--- src/rtl/reel_round_ctrl.sv ---
// Round sequencer for the three-reel guessing game: spins and locks the reels, times the
// guess window in BCD seconds and judges the guesses. Optional macro: REEL_CTRL_AUTOCHECK_EN.
module reel_round_ctrl #(
    parameter int TICKS_PER_SEC = 50_000_000,
    parameter int SPIN_SECS     = 2,
    parameter int ROUND_SECS    = 60,
    parameter int FLASH_SECS    = 5
) (
    input  logic       clk,
    input  logic       reset_b,
    input  logic       start,
    input  logic       submit,
    input  logic [8:0] rand_in,
    input  logic [5:0] guess,
    output logic       lfsr_en,
    output logic [5:0] reel_sym,
    output logic [3:0] sec_ones,
    output logic [3:0] sec_tens,
    output logic       tick,
    output logic [2:0] state_o,
    output logic       win,
    output logic       lose,
    output logic       flash
);

    typedef enum logic [2:0] {
        S_IDLE  = 3'd0,
        S_SPIN  = 3'd1,
        S_LOCK  = 3'd2,
        S_GUESS = 3'd3,
        S_CHECK = 3'd4,
        S_WIN   = 3'd5,
        S_LOSE  = 3'd6
    } state_t;

    localparam int PW   = (TICKS_PER_SEC > 1) ? $clog2(TICKS_PER_SEC) : 1;
    localparam int MAXS = (SPIN_SECS > FLASH_SECS) ? SPIN_SECS : FLASH_SECS;
    localparam int CW   = (MAXS > 1) ? $clog2(MAXS + 1) : 1;

    localparam logic [PW-1:0] PRESC_MAX  = PW'(TICKS_PER_SEC - 1);
    localparam logic [CW-1:0] SPIN_LAST  = CW'(SPIN_SECS - 1);
    localparam logic [CW-1:0] FLASH_LAST = CW'(FLASH_SECS - 1);
    localparam logic [3:0]    RT_ONES    = 4'(ROUND_SECS % 10);
    localparam logic [3:0]    RT_TENS    = 4'(ROUND_SECS / 10);

    state_t        state_q, state_d;
    logic [PW-1:0] presc_q, presc_d;
    logic [CW-1:0] secs_q, secs_d;
    logic [1:0]    lock_k_q, lock_k_d;
    logic [5:0]    reel_q, reel_d;
    logic [3:0]    ones_q, ones_d;
    logic [3:0]    tens_q, tens_d;
    logic          lfsr_en_q, lfsr_en_d;
    logic          win_q, win_d;
    logic          lose_q, lose_d;
    logic          flash_q, flash_d;

    logic          timed;
    logic          tick_int;
    logic          match;
    logic          auto_hit;
    logic [3:0]    ones_inc;
    logic [3:0]    tens_inc;
    logic          round_done;

    function automatic logic [1:0] mod3(input logic [2:0] r);
        case (r)
            3'd0, 3'd3, 3'd6: mod3 = 2'd0;
            3'd1, 3'd4, 3'd7: mod3 = 2'd1;
            default:          mod3 = 2'd2;
        endcase
    endfunction

    // CHECK is a single cycle and IDLE holds the prescaler, so neither produces ticks.
    assign timed    = (state_q == S_SPIN) || (state_q == S_LOCK) || (state_q == S_GUESS) ||
                      (state_q == S_WIN)  || (state_q == S_LOSE);
    assign tick_int = timed && (presc_q == '0);

    // Locked symbols never exceed 2, so a guess of 3 cannot match.
    assign match = (guess[1:0] == reel_q[1:0]) &&
                   (guess[3:2] == reel_q[3:2]) &&
                   (guess[5:4] == reel_q[5:4]);

`ifdef REEL_CTRL_AUTOCHECK_EN
    assign auto_hit = match;
`else
    assign auto_hit = 1'b0;
`endif

    assign ones_inc   = (ones_q == 4'd9) ? 4'd0 : ones_q + 4'd1;
    assign tens_inc   = (ones_q == 4'd9) ? tens_q + 4'd1 : tens_q;
    assign round_done = ({tens_inc, ones_inc} == {RT_TENS, RT_ONES});

    always_comb begin
        state_d  = state_q;
        presc_d  = presc_q;
        secs_d   = secs_q;
        lock_k_d = lock_k_q;
        reel_d   = reel_q;
        ones_d   = ones_q;
        tens_d   = tens_q;
        flash_d  = flash_q;

        if (!timed || tick_int) begin
            presc_d = PRESC_MAX;
        end else begin
            presc_d = presc_q - PW'(1);
        end

        case (state_q)
            S_IDLE: begin
                if (start) begin
                    state_d = S_SPIN;
                    ones_d  = 4'd0;
                    tens_d  = 4'd0;
                    reel_d  = 6'd0;
                end
            end
            S_SPIN: begin
                if (tick_int) begin
                    if (secs_q == SPIN_LAST) begin
                        state_d  = S_LOCK;
                        lock_k_d = 2'd0;
                    end else begin
                        secs_d = secs_q + CW'(1);
                    end
                end
            end
            S_LOCK: begin
                if (tick_int) begin
                    case (lock_k_q)
                        2'd0:    reel_d[1:0] = mod3(rand_in[2:0]);
                        2'd1:    reel_d[3:2] = mod3(rand_in[5:3]);
                        default: reel_d[5:4] = mod3(rand_in[8:6]);
                    endcase
                    if (lock_k_q == 2'd2) begin
                        state_d  = S_GUESS;
                        lock_k_d = 2'd0;
                    end else begin
                        lock_k_d = lock_k_q + 2'd1;
                    end
                end
            end
            S_GUESS: begin
                if (tick_int) begin
                    ones_d = ones_inc;
                    tens_d = tens_inc;
                end
                // A submit landing on the final tick still gets judged.
                if (submit || auto_hit) begin
                    state_d = S_CHECK;
                end else if (tick_int && round_done) begin
                    state_d = S_LOSE;
                end
            end
            S_CHECK: begin
                state_d = match ? S_WIN : S_LOSE;
            end
            S_WIN, S_LOSE: begin
                if (tick_int) begin
                    flash_d = ~flash_q;
                    if (secs_q == FLASH_LAST) begin
                        state_d = S_IDLE;
                    end else begin
                        secs_d = secs_q + CW'(1);
                    end
                end
            end
            default: begin
                state_d = S_IDLE;
            end
        endcase

        if (state_d != state_q) begin
            presc_d = PRESC_MAX;
            secs_d  = '0;
        end
        if ((state_d != S_WIN) && (state_d != S_LOSE)) begin
            flash_d = 1'b0;
        end

        lfsr_en_d = (state_d == S_SPIN) || (state_d == S_LOCK);
        win_d     = (state_d == S_WIN);
        lose_d    = (state_d == S_LOSE);
    end

    always_ff @(posedge clk or negedge reset_b) begin
        if (!reset_b) begin
            state_q   <= S_IDLE;
            presc_q   <= '0;
            secs_q    <= '0;
            lock_k_q  <= 2'd0;
            reel_q    <= 6'd0;
            ones_q    <= 4'd0;
            tens_q    <= 4'd0;
            lfsr_en_q <= 1'b0;
            win_q     <= 1'b0;
            lose_q    <= 1'b0;
            flash_q   <= 1'b0;
        end else begin
            state_q   <= state_d;
            presc_q   <= presc_d;
            secs_q    <= secs_d;
            lock_k_q  <= lock_k_d;
            reel_q    <= reel_d;
            ones_q    <= ones_d;
            tens_q    <= tens_d;
            lfsr_en_q <= lfsr_en_d;
            win_q     <= win_d;
            lose_q    <= lose_d;
            flash_q   <= flash_d;
        end
    end

    assign tick     = tick_int;
    assign state_o  = state_q;
    assign lfsr_en  = lfsr_en_q;
    assign reel_sym = reel_q;
    assign sec_ones = ones_q;
    assign sec_tens = tens_q;
    assign win      = win_q;
    assign lose     = lose_q;
    assign flash    = flash_q;

endmodule

--- config.mk ---
export PLATFORM = sky130hd
export DESIGN_NAME = reel_round_ctrl
export DESIGN_NICKNAME = d
export VERILOG_FILES = /design/src/rtl/reel_round_ctrl.sv
export SDC_FILE = /design/constraint.sdc
export NUM_CORES = 1
export LEC_CHECK = 0
export ABC_AREA = 1
export BUFFER_PORTS_ARGS = -buffer_cell sky130_fd_sc_hd__buf_2
export CAP_MARGIN = 10
export CORE_AREA = 2 2 111 113
export DETAILED_ROUTE_END_ITERATION = 12
export DIE_AREA = 0 0 113 115
export PLACE_DENSITY = 0.54
export SYNTH_ARGS = -nofsm -noshare
export SYNTH_HDL_FRONTEND = slang
export SYNTH_SLANG_ARGS = --single-unit
--- constraint.sdc ---
create_clock -name clk -period 3.2 [get_ports clk]
set_input_delay 0.64 -clock clk [delete_from_list [all_inputs] [get_ports clk]]
set_output_delay 0.64 -clock clk [all_outputs]
set_load 0.01 [all_outputs]
======== Word level (Yosys, flattened, before mapping) ========
Cells that the tools add are included.
word-level totals
  register bits after elaboration ......... 52
  latch bits .............................. 0
  memory bits (writable) .................. 0
  bits in read-only memories .............. 0
  bits of input ports ..................... 19
  output and inout bits ................... 22
  logic and storage cells ................. 150
  memories kept ........................... 0
operators by class
  add/subtract/negate cells ............... 5
  multiply operators ...................... 0
  divide/modulo/power cells ............... 0
  order comparisons ....................... 0
  eq/ne operators ......................... 49
  shift-type cells ........................ 0
  mux-type cells .......................... 43
  bitwise operators ....................... 1
  reduce and logical (&&, ||, !) cells .... 39
operators with widths
  cell                                                 number
  2-to-1 mux 26 bit                                    2
  == test 3 bit (second input constant)                15
  2-to-1 mux 3 bit                                     14
  logical NOT 26 bit                                   1
  subtractor 26 x 1 -> 26 bit (second input constant)  1
  2-to-1 mux 4 bit                                     5
  == test 3 x 1 -> 1 bit (second input constant)       6
  == test 3 x 2 -> 1 bit (second input constant)       6
  one-hot mux 3 bit (6 select lines)                   1
  OR reduction 3 bit                                   6
  2-to-1 mux 2 bit                                     8
  one-hot mux 2 bit (2 select lines)                   4
  one-hot mux 4 bit (2 select lines)                   2
  AND reduction 4 bit                                  4
  logical NOT 3 bit                                    4
  2-to-1 mux 6 bit                                     2
  inequality test 3 bit (second input constant)        4
  one-hot mux 6 bit (2 select lines)                   1
  inequality test 2 bit (second input constant)        5
  nonzero test 2 bit                                   5
  adder 4 x 1 -> 4 bit (second input constant)         2
  == test 8 x 7 -> 1 bit (second input constant)       1
  == test 2 bit                                        3
  logical OR 1 bit                                     6
  other kinds (19)                                     29

======== Logic depth before layout (Yosys ltp) ========
Gate-level depths: netlist of run 1.
  depth after elaboration ................. 14
  mapped depth ............................ 15
  mapped depth without buffers ............ 15

======== Worst setup path after synthesis of run 1 ========
No wires, ideal clock.
  path kind ............................... register -> register
  start point ............................. reg ones_q[1], in the netlist sec_ones[1]
  end point ............................... reg presc_q[12]
  arrival time ............................ 1852 ps
  required time ........................... 3073 ps
  setup slack ............................. 1221 ps
  cell stages (with the launch flop) ...... 15
  path through ............................ dfrtp_1 -> inv_1 -> ha_1 -> nand2_1 -> nor2_1 -> nand2_1 -> xor2_1 -> nand2_1 -> nor2_1 -> nand2_1 -> nand2_1 -> nand3_1 -> nand2_4 -> buf_6 -> nand3_1
between the ends
  cells in the longest elaborated chain, start to end .. 9
RTL lines
  element                                                line    text
  start, declared                                        51      logic [3:0] ones_q, ones_d;
  start signal, assigned                                 206     ones_q <= ones_d;
  adder 4 x 1 -> 4 bit or == test 4 bit (tied branches)  90, 91
  2-to-1 mux 4 bit, on equally long branches             90, 91
  == test 8 x 7 -> 1 bit (*)                             92      assign round_done = ({tens_inc, ones_inc} == {RT_TENS, RT_ONES});
  logical AND 1 bit (*)                                  152     end else if (tick_int && round_done) begin
  2-to-1 mux 3 bit (*)                                   152
  2-to-1 mux 3 bit (*)                                   150     if (submit || auto_hit) begin
  one-hot mux 3 bit (6 select lines) (*)                 110     case (state_q)
  inequality test 3 bit (*)                              174     if (state_d != state_q) begin
  2-to-1 mux 26 bit (*)                                  174
  via presc_d[12]                                        47      logic [PW-1:0] presc_q, presc_d;
  end signal, assigned                                   202     presc_q <= presc_d;
  end, declared                                          47
Mark *: on every way through the listed nets, which the timed path passes. The rest lies on a longest branch.
A chain may end at the register's enable or synchronous reset.

======== Worst setup path after layout of run 1 ========
  start point ............................. reg presc_q[0]
  end point ............................... out tick
between the ends
  cells in the longest elaborated chain, start to end .. 2
RTL lines
  element             line  text
  logical NOT 26 bit  77    assign tick_int = timed && (presc_q == '0);
  logical AND 1 bit   77
  end, declared       19    output logic tick,
No other way between the ends.

==> reports/summary.json, run 1 <==
{
  "floorplanning": {
    "die-area_sq_um": 13000,
    "initial_utilization": 0.292,
    "floorplan.rows": 40,
    "coreArea_sq_um": 11800,
    "chipWidth_microns": 113,
    "ios": 41,
    "floorplan.die.height_microns": 115
  },
  "detailed_routing": {
    "via_per_inst": 4.57,
    "avgRoutedWirePerCell_microns": 11.4,
    "drc_errors": 1,
    "detailroute.via_count": 3101,
    "initialDrtViolationCount": 157,
    "drtAntennaViolNets": 0,
    "routed_wl_mm": 7.73,
    "drt_pre_antenna_iters": 8
  },
  "pwr": {
    "p_leak_nw": 1.83,
    "power.switching_fraction": 0.271,
    "share_comb_of_total_power": 0.145,
    "totalPowerFinal_w": 0.00155,
    "p_per_area_nw_per_um2": 390,
    "internal_power_w": 0.00113,
    "sequentialPowerShare": 0.455,
    "vdd_ir_drop_max_mv": 0.208,
    "power.share.clock": 0.400,
    "netSwitchingPower_w": 0.000421
  },
  "setup_path": {
    "setup.worst_path.end_class": "output port",
    "crit_path_start_kind": "flip-flop",
    "worstSetupPathType": "flip-flop to output port",
    "cp_data_arrival_time_ns": 1.86,
    "timing.critical_path.fanout_max": 5,
    "critPathRequiredTime_ns": 2.56
  },
  "synth": {
    "synth_xor_area_frac": 0.0279,
    "ys_seq_area_frac": 0.377,
    "synth_top_family_by_area": "simple AND/OR/NAND/NOR gates",
    "synthDominantAreaCellType": "dfrtp_1",
    "compound_gate_portion_of_the_synthesized_area": 0.0772,
    "syn_avg_cell_area_sq_um": 7.09,
    "syn-num-nets": 514,
    "yosys_warnings": 0,
    "synth_cells": 487,
    "ys_top_cells_by_area": "dfrtp_1, nand2_1, nor2_1, inv_1, nand3_1",
    "mappedNetlistArea_sq_um": 3450,
    "synth-adder-area-share": 0.0290,
    "synth_top_cell_area_share": 0.377,
    "synth-simple-area-share": 0.401,
    "synthesis_stage_register_bit_count": 52,
    "synth_cell_types": 31,
    "synth.area.mux_share": 0
  },
  "sta": {
    "rsz_0062_raised_after_global_routing": "no",
    "setup_violations": 0,
    "period_minus_slack_ns": 2.50,
    "layout_worst_path_cycle_share": 0.782,
    "hold_viol_final": 0,
    "max_slew.worst_pin.slew_ns": 1.05,
    "drv_slew": 0,
    "maxClockFrequency_mhz": 400,
    "worst_slew_margin_rel": 0.297,
    "final_worst_clock_skew_ns": 0.0103,
    "final_setup_tns_ns": 0
  },
  "cells_and_area": {
    "flow.area_growth_from_synthesis_pct": 15.1,
    "final_layout_size_suffix_gt1_frac": 0.190,
    "n_antenna_cell": 0,
    "fin_nets": 557,
    "post-route-util": 0.337,
    "area_occupied_by_registers_sq_um": 1300,
    "post-route-cell-area_sq_um": 3980,
    "fin_cells": 678,
    "multi_input_combinational_cell_area_sq_um": 1850,
    "fillCellCount": 1271
  },
  "global_routing": {
    "grt_start_max_net_pins": 46,
    "grt_antenna_before_repair": 0,
    "first_global_vias": 2932,
    "global_route.usage.total": 0.123,
    "first_pass_grt_wire_length_mm": 13.2,
    "grt-ovfl-total": 0
  },
  "status": {
    "outcome": "complete, but fails checks",
    "failed_checks": "design-rule violations"
  },
  "placed_design": {
    "post_dp_cell_area_sq_um": 3810,
    "gp_routability_congestion": 0.819,
    "portBuffers": 40,
    "place_hpwl_mm": 5.89,
    "place_inst": 670
  },
  "min_path": {
    "holdCritPathClass": "input pin to async pin"
  },
  "clock_network": {
    "cts.sink_count": 52,
    "ctsResizeCount": 0,
    "clk_pin_slew_worst_paths_ns": 0.07,
    "tritoncts_clock_tree": "done",
    "cts_made_buffers": 5,
    "htree_levels": 2,
    "post_cts_hold_buffer_count": 0,
    "cts_buffer_depth": 2,
    "cts_setup_buffers": 0,
    "worst_skew_pair.late_latency_ns": 0.29,
    "cts_root_buf": "clkbuf_16"
  },
  "run": {
    "max-cap-violations": 0
  }
}
metrics by stage:
stage | worst slack, ns | hold WS, ns
after global routing | 0.501 | 0.561
after global placement | 0.735 | 0.500
final | 0.697 | 0.514
after CTS | 0.623 | 0.523
after floorplan | 1.22 | 0.344
after detailed placement | 0.687 | 0.506
cell usage in the layout, fill, tap and decap left out, types with 3 or more instances in the layout:
master	Yosys	layout
nand3_2	10	10
nor2_4	3	3
ha_1	8	8
nor3_1	13	13
nor2_1	75	75
nor2_2	18	18
dfrtp_1	52	52
o21ai_0	25	25
clkbuf_16	0	5
xor2_1	9	9
inv_2	7	7
a21oi_1	15	15
buf_2	2	40
inv_1	62	62
nand2_2	4	4
nand3b_1	3	3
or2_2	5	5
nand3_1	43	43
nand4_1	5	5
nand2_1	109	109
power by group through the flow:
stage	sequential, W	combinational [W]	clock, W
after global routing	0.000711	0.000254	0.000667
final	0.000706	0.000225	0.000621
after floorplan	0.000719	0.000157	0
after CTS	0.000706	0.000228	0.000639
after detailed placement	0.000719	0.000227	0
after global placement	0.000719	0.000223	0
synth_stat cells, drive strengths merged:
cell    count
nand3b      4
xnor2       2
nor3       14
o211ai      2
nand3      53
o21a        2
nand4       5
a21oi      15
nand2     115
a31o        1
buf         5
o31ai       2
dfrtp      52
inv        69
or2         5
nor2       96
clkbuf      1
xor2        9
a31oi       2
o21ai      25
ha          8
final cells by class:
| type | instances | share of cell area |
|---|---|---|
| Multi-Input combinational cell | 360 | 0.465 |
| Inverter | 69 | 0.0651 |
| Tap cell | 147 | 0.0463 |
| Sequential cell | 52 | 0.327 |
| Clock buffer | 6 | 0.0324 |
| Clock inverter | 2 | 0.00975 |
| Timing Repair Buffer | 42 | 0.0541 |
cells by family after synthesis:
kind of cell             count (synthesis)
AND/OR/NAND/NOR                        292
buffers and inverters                   75
flip-flops                              52
AO/OA/AOI/OAI                           49
XOR/XNOR                                11
adder cells (fa/ha/maj)                  8
per-layer routing:
metal	vias up	GRT usage	part of all wire
li1	1625	-	-
met3	6	0.0185	0.033
met5	-	0	0
met1	1421	0.163	0.49
met4	0	0.0366	0.011
met2	49	0.209	0.47
worst paths after layout:
check	startpoint	to	slack [ns]	depth (start not counted)
min in group clk	lock_k_q[0]	lock_k_q[0]	0.52	2
worst min register to register	lock_k_q[0]	lock_k_q[0]	0.52	2
worst max-delay path	presc_q[0]	tick	0.70	9
worst min-delay path	reset_b	presc_q[19]	0.51	1
worst max register to register	presc_q[0]	presc_q[7]	0.82	14
max in group asynchronous	reset_b	reel_sym[2]	1.94	2
critical path: stages (launching register included):
cell	delay, ns
dfrtp_1	0.36
inv_1	0.13
ha_1	0.19
nand2_1	0.07
nor2_1	0.11
nand2_1	0.09
nor2_4	0.18
inv_1	0.11
nor2_1	0.17
buf_2	0.17
flip-flops by register name, indices dropped and copies added, names as in the netlist:
name and flops:
lose 1, reel_sym 6, secs_q 3, win 1
state_o 3, sec_tens 4, lfsr_en 1, lock_k_q 2
sec_ones 4, flash 1, presc_q 26
No activity file was read; power rests on OpenSTA's default activity.
==> run 2: changes to the inputs <==
Settings changed: PLACE_DENSITY 0.54 to 0.55.
Clock period 3.2 ns to 2.3 ns, I/O delays scaled along.
==> reports/summary.json, run 2 (synthesized netlist as in run 1, its figures left out) <==
{
  "clock_network": {
    "cts_root_buf": {"value": "clkbuf_16", "change": "unchanged"},
    "cts_made_buffers": {"value": 5, "change": "unchanged"},
    "tritoncts_clock_tree": {"value": "done", "change": "unchanged"},
    "htree_levels": {"value": 2, "change": "unchanged"},
    "cts_buffer_depth": {"value": 2, "change": "unchanged"},
    "cts.sink_count": {"value": 52, "change": "unchanged"},
    "clk_pin_slew_worst_paths": {"value": 0.07, "unit": "ns", "change": "about the same"},
    "worst_skew_pair.late_latency": {"value": 0.29, "unit": "ns", "change": "about the same"}
  },
  "cells_and_area": {
    "largest_reg_flops": {"value": 26, "change": "unchanged"},
    "fillCellCount": {"value": 1267, "change": "was 1271"},
    "top_register": {"value": "presc_q", "change": "unchanged"},
    "post-route-cell-area": {"value": 4140, "unit": "sq um", "change": "was 3980 sq um"},
    "fin_nets": {"value": 568, "change": "was 557"},
    "layout_commonest_cell": {"value": "nand2_1", "change": "unchanged"},
    "n_antenna_cell": {"value": 0, "change": "unchanged"},
    "fin_cells": {"value": 688, "change": "was 678"},
    "flow.area_growth_from_synthesis": {"value": 19.7, "unit": "%", "change": "was 15.1%"},
    "final_layout_size_suffix_gt1_frac": {"value": 0.237, "change": "was 0.190"},
    "post-route-util": {"value": 0.350, "change": "was 0.337"},
    "layout_common_cells": {"value": "nand2_1, nor2_1, inv_1", "change": "unchanged"}
  },
  "sta": {
    "setup_violations": {"value": 0, "change": "unchanged"},
    "layout_worst_path_cycle_share": 0.949,
    "hold_viol_final": {"value": 0, "change": "unchanged"},
    "final_setup_tns": {"value": 0, "unit": "ns", "change": "unchanged"},
    "drv_slew": {"value": 0, "change": "unchanged"},
    "period_minus_slack_ns": 2.18,
    "max_slew.worst_pin.slew": {"value": 0.582, "unit": "ns", "change": "was 1.05 ns"},
    "rsz_0062_raised_after_global_routing": {"value": "yes", "change": "was no"},
    "final_worst_clock_skew": {"value": 0.00782, "unit": "ns", "change": "was 0.0103 ns"},
    "maxClockFrequency_mhz": 458,
    "worst_slew_margin_rel": {"value": 0.612, "change": "was 0.297"}
  },
  "detailed_routing": {
    "avgRoutedWirePerCell": {"value": 12.2, "unit": "microns", "change": "was 11.4 microns"},
    "detailroute.via_count": {"value": 3224, "change": "was 3101"},
    "drt_pre_antenna_iters": {"value": 10, "change": "was 8"},
    "drtAntennaViolNets": {"value": 0, "change": "unchanged"},
    "drc_errors": {"value": 2, "change": "was 1"},
    "initialDrtViolationCount": {"value": 129, "change": "was 157"},
    "routed_wl": {"value": 8.36, "unit": "mm", "change": "was 7.73 mm"},
    "via_per_inst": {"value": 4.69, "change": "was 4.57"}
  },
  "setup_path": {
    "critical_path.reg2reg.endpoint": {"value": "presc_q[3]", "change": "was presc_q[7]"},
    "worstSetupPathType": {"value": "flip-flop to flip-flop", "change": "was flip-flop to output port"},
    "crit_path_top_delay_cell": {"value": "dfrtp_1", "change": "unchanged"},
    "critical-path-max-stage-delay": {"value": 0.43, "unit": "ns", "change": "was 0.36 ns"},
    "cp_data_arrival_time": {"value": 2.34, "unit": "ns", "change": "was 1.86 ns"},
    "timing.critical_path.fanout_max": {"value": 9, "change": "was 5"},
    "cp_num_buf_inv": {"value": 1, "change": "was 3"},
    "critical-path-top-delay-family": {"value": "simple AND/OR/NAND/NOR gates", "change": "unchanged"},
    "crit_path_start": {"value": "sec_ones[1]", "change": "was presc_q[0]"},
    "crit_path_start_kind": {"value": "flip-flop", "change": "unchanged"},
    "timing.reg2reg.worst_path_depth": {"value": 13, "change": "was 14"},
    "cp-endpoint": {"value": "presc_q[3]", "change": "was tick"},
    "worst-r2r-setup-slack": {"value": 0.12, "unit": "ns", "change": "was 0.82 ns"},
    "r2r_start": {"value": "sec_ones[1]", "change": "was presc_q[0]"},
    "setup.worst_path.end_class": {"value": "flip-flop", "change": "was output port"},
    "critPathRequiredTime": {"value": 2.46, "unit": "ns", "change": "was 2.56 ns"},
    "critical_path_depth": {"value": 13, "change": "was 9"},
    "critPathMostFrequentCell": "nand2_1",
    "critical_path.cell_chain": {"value": "inv_2 -> ha_4 -> nand2_1 -> nor2_2 -> nand2_1 -> xor2_1 -> nand2_1 -> nor2_2 -> nand2_1 -> nand2_2 -> nand3_2 -> nand2_4 -> nand3_1", "change": "was inv_1 -> ha_1 -> nand2_1 -> nor2_1 -> nand2_1 -> nor2_4 -> inv_1 -> nor2_1 -> buf_2"}
  },
  "global_routing": {
    "grt-ovfl-total": {"value": 0, "change": "unchanged"},
    "global_route.usage.met3": {"value": 0.0185, "change": "unchanged"},
    "first_global_vias": {"value": 3039, "change": "was 2932"},
    "global_route.usage.total": {"value": 0.131, "change": "was 0.123"},
    "grt_antenna_before_repair": {"value": 0, "change": "unchanged"},
    "grt-busiest-layer": {"value": "met2", "change": "unchanged"},
    "first_pass_grt_wire_length": {"value": 14.1, "unit": "mm", "change": "was 13.2 mm"},
    "grt_start_max_net_pins": {"value": 30, "change": "was 46"},
    "global_route.usage.met1": {"value": 0.174, "change": "was 0.163"},
    "groute.layer.met2.usage": {"value": 0.222, "change": "was 0.209"}
  },
  "placed_design": {
    "gp_routability_congestion": {"value": 0.834, "change": "was 0.819"},
    "portBuffers": {"value": 40, "change": "unchanged"},
    "place_inst": {"value": 677, "change": "was 670"},
    "place_hpwl": {"value": 6.13, "unit": "mm", "change": "was 5.89 mm"},
    "post_dp_cell_area": {"value": 3900, "unit": "sq um", "change": "was 3810 sq um"}
  },
  "pwr": {
    "p_per_area": {"value": 499, "unit": "nW/um^2", "change": "was 390 nW/um^2"},
    "power.share.clock": {"value": 0.346, "change": "was 0.400"},
    "totalPowerFinal": {"value": 0.00206, "unit": "W", "change": "was 0.00155 W"},
    "internal_power": {"value": 0.00148, "unit": "W", "change": "was 0.00113 W"},
    "share_comb_of_total_power": {"value": 0.174, "change": "was 0.145"},
    "netSwitchingPower": {"value": 0.000586, "unit": "W", "change": "was 0.000421 W"},
    "vdd_ir_drop_max": {"value": 0.313, "unit": "mV", "change": "was 0.208 mV"},
    "p_leak": {"value": 1.88, "unit": "nW", "change": "was 1.83 nW"},
    "power.switching_fraction": {"value": 0.284, "change": "was 0.271"},
    "sequentialPowerShare": {"value": 0.480, "change": "was 0.455"}
  },
  "floorplanning": {
    "floorplan.die.height": {"value": 115, "unit": "microns", "change": "unchanged"},
    "ios": {"value": 41, "change": "unchanged"},
    "floorplan.rows": {"value": 40, "change": "unchanged"},
    "coreArea": {"value": 11800, "unit": "sq um", "change": "unchanged"},
    "die-area": {"value": 13000, "unit": "sq um", "change": "unchanged"},
    "chipWidth": {"value": 113, "unit": "microns", "change": "unchanged"},
    "initial_utilization": {"value": 0.292, "change": "unchanged"}
  },
  "status": {
    "failed_checks": {"value": "design-rule violations", "change": "unchanged"},
    "outcome": {"value": "complete, but fails checks", "change": "unchanged"}
  },
  "run": {
    "max-cap-violations": {"value": 0, "change": "unchanged"}
  },
  "min_path": {
    "holdCritPathClass": {"value": "input pin to async pin", "change": "unchanged"}
  }
}
run 2: worst reg2reg max path: cells and delay by family (launching register included):
family	cells	cell delay (ns)
buf+inv	1	0.10
flops	1	0.43
xor+xnor	1	0.20
fa+ha+maj	1	0.15
simple gates	10	1.20
run 2: how the worst min path moves through the flow:
stage / depth (start not counted) / start / to / slack [ns]
5_1_grt: 1 / reset_b / presc_q[19] / 0.22
3_3_place_gp: 1 / reset_b / presc_q[19] / 0.50
6_report: 1 / reset_b / presc_q[19] / 0.17
4_1_cts: 1 / reset_b / presc_q[19] / 0.20
3_5_place_dp: 1 / reset_b / presc_q[19] / 0.51
2_1_floorplan: 0 / reset_b / flash / 0.16
run 2: timing repair:
action | 4_1_cts | 5_1_grt
buffers inserted | 0 | 2
resized for setup | 0 | 24
endpoints found under the setup margin | 0 | 30
hold buffers | 0 | 0
run 2: layout make-up:
type	count	area, sq um	share of cell area
Inverter	69	259	0.0626
Clock buffer	6	129	0.0312
Clock inverter	1	5.00	0.00121
Tap cell	147	184	0.0445
Sequential cell	52	1300	0.315
Multi-Input combinational cell	362	1930	0.467
Timing Repair Buffer	51	327	0.0790
run 2: metrics by stage:
stage / worst slack [ns] / hold WS, ns
after floorplan: 0.321 / 0.164
after global placement: 0.114 / 0.496
after detailed placement: 0.0503 / 0.506
after CTS: 0.0267 / 0.196
after global routing: -0.0163 / 0.215
final: 0.117 / 0.166
run 2: metal layers:
layer	wire (microns)	share of wire
met1	3910	0.47
met5	0	0
met4	180	0.022
met2	4060	0.49
met3	212	0.025
run 2: power groups by stage:
stage               Sequential, W  Clock, W  Combinational [W]
global placement          0.00100         0           0.000328
floorplan                 0.00100         0           0.000218
CTS                      0.000985  0.000744           0.000337
detailed placement        0.00100         0           0.000334
global route             0.000994  0.000781           0.000405
finish                   0.000989  0.000715           0.000358
